File: config.mk
export PLATFORM = sky130hd
export DESIGN_NAME = decode_ctrl_seq
export DESIGN_NICKNAME = d
export VERILOG_FILES = /design/src/rtl/atom_ctrl_pkg.sv /design/src/rtl/instr_type_classify.sv /design/src/rtl/decode_ctrl_seq.sv
export SDC_FILE = /design/constraint.sdc
export NUM_CORES = 1
export LEC_CHECK = 0
export CORE_AREA = 2 2 76 78
export DETAILED_ROUTE_END_ITERATION = 6
export DIE_AREA = 0 0 78 80
export PLACE_DENSITY = 0.88
export RECOVER_POWER = 50
export SLEW_MARGIN = 20
export SYNTH_ARGS = -nofsm -noshare
export SYNTH_HDL_FRONTEND = slang
export SYNTH_HIERARCHICAL = 1
export SYNTH_SLANG_ARGS = --single-unit
File: constraint.sdc
create_clock -name clk_i -period 2.26 [get_ports clk_i]
set_input_delay 0.452 -clock clk_i [delete_from_list [all_inputs] [get_ports clk_i]]
set_output_delay 0.452 -clock clk_i [all_outputs]
set_load 0.02 [all_outputs]
File: src/rtl/atom_ctrl_pkg.sv
// Shared types and encodings for the decode control sequencer.
package atom_ctrl_pkg;

    localparam int unsigned INSTR_W = 32;
    localparam int unsigned OPC_W   = 7;
    localparam int unsigned CAUSE_W = 2;
    localparam int unsigned NUM_EN  = 6;

    typedef enum logic [2:0] {
        ST_IDLE,
        ST_FETCH,
        ST_DECODE,
        ST_EXEC,
        ST_WB,
        ST_TRAP
    } state_t;

    typedef enum logic [2:0] {
        IT_I,
        IT_R,
        IT_S,
        IT_SB,
        IT_U,
        IT_UJ,
        IT_ILLEGAL
    } instr_type_t;

    localparam logic [OPC_W-1:0] OPC_OP_IMM = 7'b0010011;
    localparam logic [OPC_W-1:0] OPC_LOAD   = 7'b0000011;
    localparam logic [OPC_W-1:0] OPC_JALR   = 7'b1100111;
    localparam logic [OPC_W-1:0] OPC_OP     = 7'b0110011;
    localparam logic [OPC_W-1:0] OPC_STORE  = 7'b0100011;
    localparam logic [OPC_W-1:0] OPC_BRANCH = 7'b1100011;
    localparam logic [OPC_W-1:0] OPC_LUI    = 7'b0110111;
    localparam logic [OPC_W-1:0] OPC_AUIPC  = 7'b0010111;
    localparam logic [OPC_W-1:0] OPC_JAL    = 7'b1101111;

    localparam logic [CAUSE_W-1:0] CAUSE_NONE    = 2'b00;
    localparam logic [CAUSE_W-1:0] CAUSE_ILLEGAL = 2'b01;
    localparam logic [CAUSE_W-1:0] CAUSE_TIMEOUT = 2'b10;

    // Enable vector order: {I, R, S, SB, U, UJ}; illegal maps to all-zero.
    function automatic logic [NUM_EN-1:0] type_onehot(input instr_type_t t);
        logic [NUM_EN-1:0] v;
        v = '0;
        case (t)
            IT_I:    v = 6'b100000;
            IT_R:    v = 6'b010000;
            IT_S:    v = 6'b001000;
            IT_SB:   v = 6'b000100;
            IT_U:    v = 6'b000010;
            IT_UJ:   v = 6'b000001;
            default: v = '0;
        endcase
        return v;
    endfunction

    // Stores and branches have no destination register.
    function automatic logic writes_rd(input instr_type_t t);
        return (t == IT_I) || (t == IT_R) || (t == IT_U) || (t == IT_UJ);
    endfunction

endpackage

File: src/rtl/instr_type_classify.sv
// Combinational opcode-to-instruction-type classifier.
module instr_type_classify
    import atom_ctrl_pkg::*;
(
    input  logic [OPC_W-1:0] opcode_i,
    output instr_type_t      type_o
);

    always_comb begin
        type_o = IT_ILLEGAL;
        case (opcode_i)
            OPC_OP_IMM, OPC_LOAD, OPC_JALR: type_o = IT_I;
            OPC_OP:                         type_o = IT_R;
            OPC_STORE:                      type_o = IT_S;
            OPC_BRANCH:                     type_o = IT_SB;
            OPC_LUI, OPC_AUIPC:             type_o = IT_U;
            OPC_JAL:                        type_o = IT_UJ;
            default:                        type_o = IT_ILLEGAL;
        endcase
    end

endmodule

File: src/rtl/decode_ctrl_seq.sv
// Fetch/decode/execute/writeback control sequencer with illegal-opcode and timeout traps.
module decode_ctrl_seq
    import atom_ctrl_pkg::*;
#(
    parameter int unsigned EX_TIMEOUT = 16,
    parameter int unsigned CNT_W      = 8
) (
    input  logic                 clk_i,
    input  logic                 rst_i,
    input  logic                 en_i,
    input  logic                 instr_valid_i,
    input  logic [INSTR_W-1:0]   instr_i,
    output logic                 instr_ready_o,
    output logic [INSTR_W-1:0]   instr_o,
    output logic                 I_EN_o,
    output logic                 R_EN_o,
    output logic                 S_EN_o,
    output logic                 SB_EN_o,
    output logic                 U_EN_o,
    output logic                 UJ_EN_o,
    input  logic                 ex_done_i,
    output logic                 wb_en_o,
    output logic                 pc_inc_o,
    output logic                 busy_o,
    output logic                 trap_o,
    output logic [CAUSE_W-1:0]   trap_cause_o,
    input  logic                 trap_clr_i
);

    state_t              r_state, w_state_nxt;
    instr_type_t         r_type, w_type_nxt, w_cls;
    logic [INSTR_W-1:0]  r_instr, w_instr_nxt;
    logic [CNT_W-1:0]    r_cnt, w_cnt_nxt;
    logic [NUM_EN-1:0]   r_en, w_en_nxt;
    logic                r_wb, w_wb_nxt;
    logic                r_pc, w_pc_nxt;
    logic                r_busy, w_busy_nxt;
    logic                r_trap, w_trap_nxt;
    logic [CAUSE_W-1:0]  r_cause, w_cause_nxt;

    instr_type_classify u_classify (
        .opcode_i (instr_i[OPC_W-1:0]),
        .type_o   (w_cls)
    );

    always_ff @(posedge clk_i) begin
        if (rst_i) begin
            r_state <= ST_IDLE;
            r_type  <= IT_ILLEGAL;
            r_instr <= '0;
            r_cnt   <= '0;
            r_en    <= '0;
            r_wb    <= 1'b0;
            r_pc    <= 1'b0;
            r_busy  <= 1'b0;
            r_trap  <= 1'b0;
            r_cause <= CAUSE_NONE;
        end else begin
            r_state <= w_state_nxt;
            r_type  <= w_type_nxt;
            r_instr <= w_instr_nxt;
            r_cnt   <= w_cnt_nxt;
            r_en    <= w_en_nxt;
            r_wb    <= w_wb_nxt;
            r_pc    <= w_pc_nxt;
            r_busy  <= w_busy_nxt;
            r_trap  <= w_trap_nxt;
            r_cause <= w_cause_nxt;
        end
    end

    // Pulses are computed on the transition into the state they belong to.
    always_comb begin
        w_state_nxt = r_state;
        w_type_nxt  = r_type;
        w_instr_nxt = r_instr;
        w_cnt_nxt   = r_cnt;
        w_en_nxt    = '0;
        w_wb_nxt    = 1'b0;
        w_pc_nxt    = 1'b0;
        w_trap_nxt  = r_trap;
        w_cause_nxt = r_cause;
        case (r_state)
            ST_IDLE: begin
                if (en_i) w_state_nxt = ST_FETCH;
            end
            ST_FETCH: begin
                if (instr_valid_i) begin
                    w_instr_nxt = instr_i;
                    w_type_nxt  = w_cls;
                    w_en_nxt    = type_onehot(w_cls);
                    w_state_nxt = ST_DECODE;
                end else if (!en_i) begin
                    w_state_nxt = ST_IDLE;
                end
            end
            ST_DECODE: begin
                if (r_type == IT_ILLEGAL) begin
                    w_state_nxt = ST_TRAP;
                    w_trap_nxt  = 1'b1;
                    w_cause_nxt = CAUSE_ILLEGAL;
                end else begin
                    w_state_nxt = ST_EXEC;
                    w_cnt_nxt   = '0;
                end
            end
            ST_EXEC: begin
                if (ex_done_i) begin
                    w_state_nxt = ST_WB;
                    w_wb_nxt    = writes_rd(r_type);
                    w_pc_nxt    = 1'b1;
                end else if (r_cnt == CNT_W'(EX_TIMEOUT - 1)) begin
                    w_state_nxt = ST_TRAP;
                    w_trap_nxt  = 1'b1;
                    w_cause_nxt = CAUSE_TIMEOUT;
                end else begin
                    w_cnt_nxt = r_cnt + CNT_W'(1);
                end
            end
            ST_WB: begin
                w_state_nxt = en_i ? ST_FETCH : ST_IDLE;
            end
            ST_TRAP: begin
                if (trap_clr_i) begin
                    w_state_nxt = ST_IDLE;
                    w_trap_nxt  = 1'b0;
                    w_cause_nxt = CAUSE_NONE;
                end
            end
            default: w_state_nxt = ST_IDLE;
        endcase
        w_busy_nxt = (w_state_nxt != ST_IDLE) && (w_state_nxt != ST_TRAP);
    end

    assign instr_ready_o = (r_state == ST_FETCH);
    assign instr_o       = r_instr;
    assign {I_EN_o, R_EN_o, S_EN_o, SB_EN_o, U_EN_o, UJ_EN_o} = r_en;
    assign wb_en_o       = r_wb;
    assign pc_inc_o      = r_pc;
    assign busy_o        = r_busy;
    assign trap_o        = r_trap;
    assign trap_cause_o  = r_cause;

endmodule
Yosys cells after proc, flatten, opt, wreduce, memory -nomap -nowiden
Cells that the tools add are included.
{ "op_classes": {"n_reduce_logical": 18, "n_lt_le_gt_ge": 0, "n_div": 0, "mux": 26, "addsub": 1, "n_mul": 0, "n_bitwise": 4, "shift": 0, "eq_ne": 31} }
{ "op_table": {"columns": ["cell", "n"], "rows": [
  ["3-bit one-hot mux with 6 select lines", 2],
  ["6-bit one-hot mux with 6 select lines", 1],
  ["8-bit two-way mux", 3],
  ["3-bit equality test, second input constant", 7],
  ["7-bit by 6-bit equality test with 1-bit output, second input constant", 3],
  ["7-bit equality test, second input constant", 3],
  ["3-bit two-way mux", 7],
  ["8-bit one-hot mux with 2 select lines", 1],
  ["7-bit by 5-bit equality test with 1-bit output, second input constant", 2],
  ["3-bit by 2-bit equality test with 1-bit output, second input constant", 4],
  ["2-bit inequality test, second input constant", 6],
  ["3-bit by 1-bit equality test with 1-bit output, second input constant", 3],
  ["3-bit zero test", 3],
  ["3-bit OR reduction", 3],
  ["8-bit by 1-bit adder with 8-bit output, second input constant", 1],
  ["8-bit by 4-bit equality test with 1-bit output, second input constant", 1],
  ["2-bit two-way mux", 4],
  ["7-bit by 2-bit equality test with 1-bit output, second input constant", 1],
  ["1-bit two-way mux", 6],
  ["2-bit one-hot mux with 3 select lines", 1],
  ["3-bit nonzero test", 2],
  ["5-bit AND reduction", 1],
  ["1-bit inverter", 4],
  ["4-bit AND reduction", 1],
  ["other kinds (7)", 10]
]} }
{ "word_totals": {"elab_cells": 90, "mem_bits_ro": 0, "ram_bits": 0, "latchBits": 0, "mem_count": 0, "in_bits": 38, "out_inout_bits": 45, "register_bits": 58} }

Logic depth before layout (Yosys ltp)
Gate-level depths: netlist (run 1).
{ "depth": {"depth_word": 6, "ltp_mapped": 7} }

Modules after synthesis
The synthesis (run 1) kept the hierarchy.
{ "by_module_without_submodules": {"columns": ["mod", "cells_each", "area_each_um2", "instances", "seq_area_each_um2"], "rows": [
  ["decode_ctrl_seq", 276, 2299.7, 1, 1161.1],
  ["instr_type_classify", 13, 91.3, 1, 0.0]
]} }

Worst setup path before layout (run 1)
No wires, ideal clock.
{ "synth_path": {"path_kind": "flip-flop to flip-flop", "start": "register r_state[1]", "end": "register r_instr[14], in the netlist instr_o[14]", "path_stages_with_launch": 8, "setup_time_ps": 132, "t_arrival_ps": 1688, "setup_slack_ps": 439, "cell_sequence": "dfxtp_1 -> buf_2 -> nor3b_1 -> nand2_1 -> buf_2 -> buf_2 -> nand2_1 -> a21oi_1"} }
{ "synth_between": {"elab_chain_len": 2} }
{ "synth_lines": {"columns": ["item", "line_no", "source"], "rows": [
  ["from (decl)", "decode_ctrl_seq.sv:30", "state_t r_state, w_state_nxt;"],
  ["from (signal assigned)", "decode_ctrl_seq.sv:59", "r_state <= w_state_nxt;"],
  ["3-bit by 1-bit equality test with 1-bit output", null, null],
  ["via instr_ready_o", "decode_ctrl_seq.sv:13", "output logic instr_ready_o,"],
  ["2-bit AND reduction (no line)", null, null],
  ["to (signal assigned)", "decode_ctrl_seq.sv:61", "r_instr <= w_instr_nxt;"],
  ["to (decl)", "decode_ctrl_seq.sv:32", "logic [INSTR_W-1:0] r_instr, w_instr_nxt;"]
]} }
The timed path passes the listed nets, and every way through them passes these cells.
A chain may end at the register's enable or synchronous reset.

Final worst setup path (run 1)
{ "layout_path": {"start": "register r_state[0]", "end": "output port instr_ready_o"} }
{ "layout_between": {"elab_chain_len": 1} }
{ "layout_lines": {"columns": ["item", "line_no", "source"], "rows": [
  ["3-bit by 1-bit equality test with 1-bit output", "decode_ctrl_seq.sv:135", "assign instr_ready_o = (r_state == ST_FETCH);"],
  ["to (decl)", "decode_ctrl_seq.sv:13", null]
]} }
Every way passes these cells.

==> run summary, run 1 <==
P_leak = 1.37 nW
share of the clock period used by the worst path after layout = 90.3%
Final HPWL DP = 4.17 mm
I/O pin cnt = 83
power dissipated by switching net loads = 570 µW
synthesized area divided by synthesized cell count = 8.27 µm²
data arrival time of the critical path = 1.59 ns
via/cell ratio = 5.14
Die Outline Area = 0.00624 mm²
Clock Tree Buf Depth = 2
gate count of the mapped netlist = 289
Max Fclk = 0.490 GHz
Root Buffer Master = sky130_fd_sc_hd__clkbuf_8
Reg2Reg Capture Point = instr_o[11]
status = finished, final reports clean
latest clock arrival within the worst-skew pair = 0.33 ns
effective utilization at floorplan = 44.2%
Critical R2R Launch = r_state[0]
count of routing violations after the opening detailed-route iteration = 181
worst hold path depth = 2
portion of total power attributed to combinational logic = 11.3%
cell family with the largest share of critical-path delay = flip-flops
type of the worst setup path = reg2out
Hold Crit Endpoint = instr_o[24]
maximum number of pins on one net before global-route repair = 36
Power per Cell Area = 753 mW/mm²
Yosys warning count = 6
share of layout cells above drive strength 1 = 6.37%
part of the power in the clock network = 47.9%
Final Setup Violations = 0
Antenna Violating Nets Remaining = 0
vias after detailed routing = 2,307
worst hold margin = 0.450 ns
Yosys reg bits = 58
class of the tightest hold or removal check = reg2reg
layout overhead on the synthesized area = 46.8%
die span in x = 78 µm
H-tree levels = 3
sum of overflow across all layers after global routing = 0
most used flip-flop cell after synthesis = sky130_fd_sc_hd__dfxtp_1
register-to-register setup slack = 0.32 ns
critical path capture point type = output port
Async SR Flop Fraction = 0%
IO Port Bufs = 82
Clock Sink Count = 58
post-layout total power = 2.64 mW
Total GRT Usage = 19.4%
Placement Setup Slack = 0.179 ns
TritonCTS buffer count = 9
largest vdd supply drop = 0.000501 V
Final Net Count = 411
clock slew seen by the registers of the worst setup and hold paths = 0.06 ns
clock tree from TritonCTS = yes
cell accounting for the most synthesized area = sky130_fd_sc_hd__dfxtp_1
via count of the first global-routing pass = 2,102
longest individual stage delay on the worst path = 0.52 ns
required time of the worst setup path = 1.81 ns
worst-margin pin slew = 0.689 ns
Post-Synthesis Net Count = 328
Critical Path Source Type = flop
proportion of total power due to net switching = 21.6%
ant diodes = 0
Worst Hold Launch = instr_o[24]
RSZ-0062 raised after global routing = false
post-detailed-routing wire length = 5.87 mm
list of cells traversed by the critical path = nor3b_1, dlygate4sd2_1
worst setup skew after layout = 0.00752 ns
routed length per instance = 13.1 µm
Setup TNS Final = 0 ns
core footprint = 0.00541 mm²
Detailed Routing Iterations Pass 1 = 4
Row Count = 27
post-CTS setup buffer count = 0
minimum period implied by the final worst setup slack = 2.04 ns
final weighted congestion in routability-driven placement = 0.899
Bufs and invs on worst path = 1
maximum fanout encountered on the critical timing path = 11
Post-route DRC = 0
sequential fraction of the synthesis area = 48.6%
final-report hold violation count = 0
Syn Std Cell Area = 0.00239 mm²
number of synthesized flops with an enable pin = 0
Flop pwr share = 40.9%
Slowest-stage cell, CP = sky130_fd_sc_hd__dfxtp_1
largest cells by area after synthesis = sky130_fd_sc_hd__dfxtp_1 (49%), sky130_fd_sc_hd__nand2_1 (13%), sky130_fd_sc_hd__a21oi_1 (8.6%)
Distinct cells, synth = 45
global-route wire length before repair = 9.60 mm
antenna violations before repair = 0
number of max-capacitance violations reported = 0
depth of the worst register-to-register path = 5
slack of the critical path = 0.220 ns
Chip Height = 80 µm
area share of the largest cell type after synthesis = 48.6%
max-slew violation count = 0
remaining max-slew budget at the tightest pin = 54.1%
Internal Dissipation = 2.07 mW
## final cells by class
cell class / instances / area [µm²]
fill: 459 / 1900
tap: 72 / 90.1
clock inverter: 5 / 125
timing repair buffer: 89 / 856
multi-input combinational: 210 / 1120
clock buffer: 11 / 141
inverter: 4 / 15.0
sequential: 58 / 1160
## routing by layer
metal / vias to the layer above / part of all wire, % / GRT usage [%]
li1: 1151 / - / -
met1: 1067 / 43 / 23.2
met2: 76 / 49 / 32.7
met3: 13 / 5.6 / 4.52
met4: 0 / 2.0 / 9.65
met5: - / 0 / 0
## power groups by stage
stage / logic (mW) / registers (mW) / clock network, mW
detailed placement: 0.312 / 1.10 / 0
finish: 0.298 / 1.08 / 1.27
global placement: 0.307 / 1.10 / 0
floorplan: 0.123 / 1.13 / 0
CTS: 0.312 / 1.08 / 1.29
global route: 0.323 / 1.09 / 1.35
## kinds of logic after synthesis
family	share of synthesized area, %
xor+xnor	0.366
compound gates	14.9
flops	48.6
fa+ha+maj	0.523
mux	3.35
simple gates	27.7
buf+inv	4.55
## cells in the final DEF (no fill, tap or decap), types with 5 or more instances in the layout
cell type                         instances
sky130_fd_sc_hd__nand2b_1                 7
sky130_fd_sc_hd__dlygate4sd3_1           35
sky130_fd_sc_hd__clkbuf_8                10
sky130_fd_sc_hd__mux2i_1                  8
sky130_fd_sc_hd__dfxtp_1                 58
sky130_fd_sc_hd__clkdlybuf4s50_1         46
sky130_fd_sc_hd__nand2_1                 85
sky130_fd_sc_hd__nor2_1                   7
sky130_fd_sc_hd__a21oi_1                 41
sky130_fd_sc_hd__o21ai_0                  5
sky130_fd_sc_hd__nand3_1                 10
## sequential cells by signal, indices dropped and copies added, names as in the netlist
| register | count |
|---|---|
| r_cnt | 8 |
| r_en | 6 |
| wb_en_o | 1 |
| r_state | 3 |
| busy_o | 1 |
| pc_inc_o | 1 |
| trap_o | 1 |
| trap_cause_o | 2 |
| r_type | 3 |
| instr_o | 32 |
## through the flow
step                std cells  utilization (%)  instance area [µm²]
CTS                       449             65.2                 3530
finish                    449             64.9                 3510
detailed placement        433             60.3                 3260
global placement          433             60.3                 3260
global route              449             64.9                 3510
floorplan                 289                -                 2390
## worst register-to-register path, cell delays in order (launching register included)
cell and delay, ns:
sky130_fd_sc_hd__dfxtp_1 0.52, sky130_fd_sc_hd__nor3b_1 0.34, sky130_fd_sc_hd__and2_0 0.17, sky130_fd_sc_hd__clkbuf_2 0.55, sky130_fd_sc_hd__nand2_1 0.15, sky130_fd_sc_hd__a21oi_1 0.15
## synth_stat cells (2+ instances only)
cell type,instances
sky130_fd_sc_hd__nand3_1,10
sky130_fd_sc_hd__a21oi_1,41
sky130_fd_sc_hd__mux2i_1,8
sky130_fd_sc_hd__and3b_1,3
sky130_fd_sc_hd__nand2_1,85
sky130_fd_sc_hd__buf_2,6
sky130_fd_sc_hd__inv_1,4
sky130_fd_sc_hd__nand2b_1,7
sky130_fd_sc_hd__nand3b_1,3
sky130_fd_sc_hd__nor3b_1,3
sky130_fd_sc_hd__and4_1,3
sky130_fd_sc_hd__clkbuf_1,6
sky130_fd_sc_hd__and3_1,4
sky130_fd_sc_hd__nand4_1,2
sky130_fd_sc_hd__nor3_1,3
sky130_fd_sc_hd__a21boi_0,2
sky130_fd_sc_hd__buf_6,2
sky130_fd_sc_hd__a31oi_1,2
sky130_fd_sc_hd__dfxtp_1,58
sky130_fd_sc_hd__buf_4,2
sky130_fd_sc_hd__o21ai_0,5
sky130_fd_sc_hd__nor2_1,7
## what timing repair did
item	in CTS	in global routing
endpoints found under the setup margin	1	0
hold endpoints to repair	0	0
gates resized for setup	1	0
hold buffers	0	0
## how the worst max path moves through the flow
stage / cells after the start / startpoint / end / slack (ns)
3_5_place_dp: 5 / ex_done_i / trap_o / 0.18
2_1_floorplan: 7 / r_state[1] / instr_o[14] / 0.44
3_3_place_gp: 5 / ex_done_i / trap_o / 0.25
4_1_cts: 2 / r_state[0] / instr_ready_o / 0.23
6_report: 2 / r_state[0] / instr_ready_o / 0.22
5_1_grt: 5 / r_state[0] / instr_o[25] / 0.12
(Power assumes the default switching activity.)
==> run 2, diff against run 1 <==
--- a/config.mk
+++ b/config.mk
@@ -6,6 +6,7 @@
 export NUM_CORES = 1
 export LEC_CHECK = 0
 export CORE_AREA = 2 2 76 78
+export CTS_CLUSTER_SIZE = 25
 export DETAILED_ROUTE_END_ITERATION = 6
 export DIE_AREA = 0 0 78 80
 export PLACE_DENSITY = 0.88
@@ -15,3 +16,4 @@
 export SYNTH_HDL_FRONTEND = slang
 export SYNTH_HIERARCHICAL = 1
 export SYNTH_SLANG_ARGS = --single-unit
+export TNS_END_PERCENT = 100
==> results of run 2 <==
No change in the layout: final DEF, timing and power equal those of run 1.
==> run 3, diff against run 2 <==
--- a/config.mk
+++ b/config.mk
@@ -16,4 +16,4 @@
 export SYNTH_HDL_FRONTEND = slang
 export SYNTH_HIERARCHICAL = 1
 export SYNTH_SLANG_ARGS = --single-unit
-export TNS_END_PERCENT = 100
+export TNS_END_PERCENT = 20
==> results of run 3 <==
No change in the layout: final DEF, timing and power equal those of run 1.
